$ cat config.mk
export PLATFORM = sky130hd
export DESIGN_NAME = jtcontra_romrq
export DESIGN_NICKNAME = d
export VERILOG_FILES = /design/src/rtl/jtcontra_rom_pkg.sv /design/src/rtl/jtcontra_romrq_tags.sv /design/src/rtl/jtcontra_romrq.sv
export SDC_FILE = /design/constraint.sdc
export NUM_CORES = 1
export LEC_CHECK = 0
export ABC_AREA = 1
export BUFFER_PORTS_ARGS = -buffer_cell sky130_fd_sc_hd__buf_2
export CELL_PAD_IN_SITES_DETAIL_PLACEMENT = 0
export CELL_PAD_IN_SITES_GLOBAL_PLACEMENT = 1
export CORE_UTILIZATION = 46
export CTS_CLUSTER_DIAMETER = 120
export CTS_CLUSTER_SIZE = 10
export DETAILED_ROUTE_END_ITERATION = 10
export GPL_ROUTABILITY_DRIVEN = 0
export PLACE_DENSITY_LB_ADDON = 0.1
export SLEW_MARGIN = 0
export SYNTH_ARGS = -nofsm -noshare
export SYNTH_HDL_FRONTEND = slang
export SYNTH_HIERARCHICAL = 1
export SYNTH_SLANG_ARGS = --single-unit
$ cat constraint.sdc
create_clock -name clk -period 3.2 [get_ports clk]
set_input_delay 0.16 -clock clk [delete_from_list [all_inputs] [get_ports clk]]
set_output_delay 0.16 -clock clk [all_outputs]
set_load 0.05 [all_outputs]
$ cat src/rtl/jtcontra_rom_pkg.sv
// Shared constants and helpers for the Contra SDRAM ROM read slot.
package jtcontra_rom_pkg;

    localparam int SDRAM_AW = 22;

    localparam logic [1:0] ST_IDLE = 2'd0;
    localparam logic [1:0] ST_REQ  = 2'd1;
    localparam logic [1:0] ST_WAIT = 2'd2;

    // Byte lane of a 16-bit SDRAM word: hi=0 -> [7:0], hi=1 -> [15:8]
    function automatic logic [7:0] byte_sel(input logic [15:0] word, input logic hi);
        return hi ? word[15:8] : word[7:0];
    endfunction

endpackage

$ cat src/rtl/jtcontra_romrq_tags.sv
// Two-entry tag/data store: combinational hit lookup, single fill port, flush.
module jtcontra_romrq_tags #(
    parameter int TW = 17
) (
    input  logic          clk,
    input  logic          rst,
    input  logic          flush,
    input  logic [TW-1:0] lookup,
    output logic          hit,
    output logic [15:0]   hit_data,
    input  logic          fill,
    input  logic [TW-1:0] fill_tag,
    input  logic [15:0]   fill_data,
    input  logic          fill_idx
);
    logic          valid [2];
    logic [TW-1:0] tag   [2];
    logic [15:0]   data  [2];
    logic [1:0]    match;
    logic [1:0]    fill_match;
    logic          wr_idx;

    generate
        for (genvar gi = 0; gi < 2; gi++) begin : g_cmp
            assign match[gi]      = valid[gi] && (tag[gi] == lookup);
            assign fill_match[gi] = valid[gi] && (tag[gi] == fill_tag);
        end
    endgenerate

    assign hit      = |match;
    assign hit_data = match[0] ? data[0] : data[1];
    // A fill over an already-present tag reuses that entry so tags stay unique
    assign wr_idx   = fill_match[0] ? 1'b0 : (fill_match[1] ? 1'b1 : fill_idx);

    always_ff @(posedge clk or negedge rst) begin
        if (!rst) begin
            for (int i = 0; i < 2; i++) begin
                valid[i] <= 1'b0;
                tag[i]   <= '0;
                data[i]  <= '0;
            end
        end else if (flush) begin
            for (int i = 0; i < 2; i++) valid[i] <= 1'b0;
        end else if (fill) begin
            for (int i = 0; i < 2; i++) begin
                if (wr_idx == 1'(i)) begin
                    valid[i] <= 1'b1;
                    tag[i]   <= fill_tag;
                    data[i]  <= fill_data;
                end
            end
        end
    end

endmodule

$ cat src/rtl/jtcontra_romrq.sv
// SDRAM read slot with a two-entry word cache and req/ack/data_rdy handshake.
module jtcontra_romrq
    import jtcontra_rom_pkg::*;
#(
    parameter int          AW      = 18,
    parameter int          DW      = 8,
    parameter logic [21:0] OFFSET  = 22'h0,
    parameter bit          REPL_RR = 1'b1
) (
    input  logic                clk,
    input  logic                rst,
    input  logic                downloading,
    input  logic [AW-1:0]       addr,
    input  logic                cs,
    output logic [DW-1:0]       dout,
    output logic                data_ok,
    output logic                sdram_req,
    output logic [SDRAM_AW-1:0] sdram_addr,
    input  logic                sdram_ack,
    input  logic                data_rdy,
    input  logic [15:0]         data_read
);
    localparam int TW = (DW == 16) ? AW : AW - 1;

    logic [TW-1:0]       waddr;
    logic [TW-1:0]       req_tag;
    logic [SDRAM_AW-1:0] waddr_ext;
    logic [1:0]          state;
    logic                ptr;
    logic                hit;
    logic [15:0]         hit_data;
    logic [DW-1:0]       hit_fmt;
    logic [DW-1:0]       fill_fmt;
    logic                fill;
    logic                fill_match;
    logic                ok_next;

    generate
        if (DW == 16) begin : g_word
            assign waddr    = addr;
            assign hit_fmt  = hit_data;
            assign fill_fmt = data_read;
        end else begin : g_byte
            assign waddr    = addr[AW-1:1];
            assign hit_fmt  = byte_sel(hit_data, addr[0]);
            assign fill_fmt = byte_sel(data_read, addr[0]);
        end
    endgenerate

    assign waddr_ext  = SDRAM_AW'(waddr);
    assign fill       = (state == ST_WAIT) && data_rdy && !downloading;
    // The arriving word answers the current request only if addr still points at it
    assign fill_match = fill && cs && (waddr == req_tag);
    assign ok_next    = fill_match || (cs && hit);

    jtcontra_romrq_tags #(.TW(TW)) u_tags (
        .clk       (clk),
        .rst       (rst),
        .flush     (downloading),
        .lookup    (waddr),
        .hit       (hit),
        .hit_data  (hit_data),
        .fill      (fill),
        .fill_tag  (req_tag),
        .fill_data (data_read),
        .fill_idx  (ptr)
    );

    always_ff @(posedge clk or negedge rst) begin
        if (!rst) begin
            state      <= ST_IDLE;
            ptr        <= 1'b0;
            req_tag    <= '0;
            dout       <= '0;
            data_ok    <= 1'b0;
            sdram_req  <= 1'b0;
            sdram_addr <= '0;
        end else if (downloading) begin
            state     <= ST_IDLE;
            sdram_req <= 1'b0;
            data_ok   <= 1'b0;
        end else begin
            data_ok <= ok_next;
            if (ok_next) dout <= fill_match ? fill_fmt : hit_fmt;
            case (state)
                ST_IDLE: begin
                    if (cs && !hit) begin
                        state      <= ST_REQ;
                        sdram_req  <= 1'b1;
                        sdram_addr <= OFFSET + waddr_ext;
                        req_tag    <= waddr;
                    end
                end
                ST_REQ: begin
                    if (sdram_ack) begin
                        state     <= ST_WAIT;
                        sdram_req <= 1'b0;
                    end
                end
                ST_WAIT: begin
                    if (data_rdy) begin
                        state <= ST_IDLE;
                        if (REPL_RR) ptr <= ~ptr;
                    end
                end
                default: state <= ST_IDLE;
            endcase
        end
    end

endmodule

==> impl_summary.log <==
[metrics] Pins Over Slew Limit: 0
[metrics] buffer depth of the longest clock path: 2
[metrics] worst slew pin tran: 0.759 ns
[metrics] maximum operating frequency: between 300 and 400 MHz
[metrics] count of endpoints failing hold in the final timing report: 0
[metrics] share of final-layout standard cells stronger than drive strength 1: 0.166
[metrics] endpoint class of the critical path: register
[metrics] core outline area: approximately 12000 um^2
[metrics] die width: 115 um
[metrics] antenna violations before repair: 0
[metrics] clk root buf: clkbuf_16
[metrics] source of the critical timing path: req_tag[6]$_DFFE_PN0P_
[metrics] Initial Util: 0.481
[metrics] flip-flop cell with the highest count after synthesis: dfrtp_1
[metrics] count of hold buffers inserted by post-cts repair: 2
[metrics] remaining number of nets flagged by the antenna check after routing: 0
[metrics] Top-Level Pins: just over 70
[metrics] Area growth, synth to finish: 13.7%
[metrics] total overflow reported by the global router: 0
[metrics] height of the chip: ~120 um
[metrics] number of gates given a new drive strength after cts: 0
[metrics] share of Yosys cell area claimed by the top area cell type: 0.416
[metrics] setup violators final: 0
[metrics] unrepaired setup endpoints after global routing: false
[metrics] Arrival @ worst endpoint: 2.87 ns
[metrics] number of cell instances on the worst register-to-register path: 12
[metrics] first-pass GRT wire length: around 28000 um
[metrics] worst path required time: ~3.5 ns
[metrics] async set-or-reset flop fraction in the synthesized netlist: 1.00
[metrics] critical hold path startpoint: data_read[7]
[metrics] critical path class: register to register
[metrics] via count of the first global-routing pass: roughly 5000
[metrics] core utilization of the finished layout: 0.546
[metrics] power density normalized to cell area: about 630 nW/um^2
[metrics] outcome: finished clean
[metrics] count of flip-flops with a built-in enable after synthesis: 0
[metrics] sequential share of the synthesized area: 0.416
[metrics] synthesized instance count: 822
[metrics] TritonCTS Sinks: roughly 100
[metrics] # H-tree levels: 3
[metrics] maximum VDD drop: about 260 uV
[metrics] Final Total Pwr: approximately 4.2 mW
[metrics] number of CTS-inserted buffers: 9
[metrics] worst-case hold slack: around 0.072 ns
[metrics] Lkg Pwr: roughly 3.6 nW
[metrics] clock latency on the worst-skew pair: ~0.36 ns
[metrics] critical path peak fanout: 20
[metrics] count of distinct cell types in the synthesized netlist: 37
[metrics] final cycle utilization of the critical path: 0.817
[metrics] Post-Syn Area per Cell: just over 7 um^2
[metrics] combined area of the multi-input logic cells: between 2000 and 3000 um^2
[metrics] DRC viols: 0
[metrics] Synth Warn #: 6
[metrics] CTS tree: yes
[metrics] number of inserted diodes: 0
[metrics] HPWL after detailed placement: ~12000 um
[metrics] total die area: about 13000 um^2
[metrics] pin count of the biggest net entering global routing: 68
[metrics] highest-count cells in the layout ignoring fill and taps: nand2_1, dfrtp_1, inv_1
[metrics] max capacitance violation total: 0
[metrics] number of DRC markers after the initial detailed-route iteration: ~610
[metrics] number of vias after detailed routing: between 5000 and 6000
[metrics] detailed-route wire length: 17300 um
[metrics] CTS clock-pin slew for the worst setup and hold paths: 0.07 ns
[metrics] worst setup skew after layout: approximately 0.011 ns
[metrics] number of cells after detailed placement: a little over 1000
[metrics] Pre-antenna DRT Iters: 5
[metrics] library cell occupying the most area in the post-synthesis netlist: dfrtp_1
[metrics] wire per inst: ~16 um
[metrics] Post-CTS Setup Bufs: 0
[metrics] launching element type of the critical path: register
[metrics] number of instances on the worst hold path: 3
[metrics] worst min-delay path class: primary input to register
[metrics] most common library cell in the layout ignoring fill and taps: nand2_1
[metrics] Synth area leaders: dfrtp_1, nand2_1, inv_1, nand4_1, o21ai_0
[metrics] post-synthesis instance area: just under 6000 um^2
[metrics] post-detailed-route via-to-cell ratio: 5.31
[metrics] post-route non-filler standard cell count: roughly 1100
[metrics] Port Buf Inserts: 66
[metrics] filler cell count in the final layout: 1205
[metrics] final critical-path required period: ~2.6 ns
[metrics] register-to-register path setup slack: 0.58 ns
[metrics] Storage cell area: ~2500 um^2
[metrics] number of nets in the final layout: 920
[metrics] headroom to the max-slew limit: 0.494
[metrics] num rows: 40
[metrics] reg-to-reg critical path startpoint: req_tag[6]$_DFFE_PN0P_
[metrics] Setup Total Neg Slack: 0 ns
[metrics] number of storage elements in the synthesis netlist: slightly below 100
[metrics] total global routing track utilization: 0.279
-- final cells by class --
class / instances / share of cell area
Multi-Input combinational cell: 593 / 0.431
Sequential cell: 98 / 0.366
Timing Repair Buffer: 78 / 0.0657
Inverter: 100 / 0.0560
Clock buffer: 10 / 0.0357
Tap cell: 168 / 0.0314
Clock inverter: 6 / 0.0144
-- synthesized netlist by cell type, drive strengths merged (4+ instances only) --
| master | instances |
|---|---|
| xor2 | 10 |
| nor3 | 6 |
| inv | 100 |
| a21oi | 6 |
| xnor2 | 4 |
| nand4 | 45 |
| nand2 | 331 |
| nand3 | 44 |
| nor2 | 49 |
| mux2 | 18 |
| dfrtp | 98 |
| o21ai | 48 |
| or2 | 4 |
| buf | 21 |
| clkbuf | 14 |
| o22ai | 14 |
-- routing by layer --
metal,GRT usage,vias up,part of all wire
met5,0,-,0
met4,0.0848,0,0.014
met3,0.0343,13,0.061
met2,0.400,195,0.43
met1,0.434,2660,0.50
li1,-,2721,-
-- through the flow --
stage | area (um^2) | worst slack (ns)
2_1_floorplan | 5910 | 1.18
3_3_place_gp | 6340 | 0.713
3_5_place_dp | 6340 | 0.644
4_1_cts | 6700 | 0.630
5_1_grt | 6700 | 0.410
6_report | 6700 | 0.585
-- sequential cells by signal (all words and copies together) (netlist names) --
name / count
u_tags/tag: 34
u_tags/data: 32
req_tag: 17
dout: 8
state: 2
u_tags/valid: 2
data_ok: 1
ptr: 1
sdram_req: 1
-- where the power goes --
part / switching [mW] / internal, mW
registers: 0.274 / 1.45
logic: 0.870 / 0.386
clock network: 0.522 / 0.717
-- path summary, 6_finish.rpt --
kind,end
max in group asynchronous,u_tags/data[21]$_DFFE_PN0P_
min in group asynchronous,u_tags/tag[27]$_DFFE_PN0P_
worst min-delay path,u_tags/data[23]$_DFFE_PN0P_
worst max-delay path,u_tags/tag[12]$_DFFE_PN0P_
worst min register to register,u_tags/data[22]$_DFFE_PN0P_
worst max register to register,u_tags/tag[12]$_DFFE_PN0P_
-- logic make-up (layout without fill, tap and decap cells) --
group                  Yosys count  in the layout  share of synthesized area
other                            1              5                   0.000636
flip-flops                      98             98                      0.416
AND/OR/NAND/NOR                480            480                      0.357
multiplexers                    18             18                     0.0344
XOR/XNOR                        14             14                     0.0208
AO/OA/AOI/OAI                   76             76                     0.0732
buffers and inverters          135            194                     0.0975
-- worst max-delay path: stages, from the launching register on --
cell and delay (ns):
dfrtp_1 0.52, inv_1 0.14, nand2_1 0.08, nand2_1 0.06, nor2_1 0.15, nand2_1 0.09, nor2_1 0.10, nand3_1 0.11
nand2_2 0.35, nand3_2 0.45, buf_4 0.34, nand2_1 0.08, nand2_1 0.05
(Power assumes the default switching activity.)
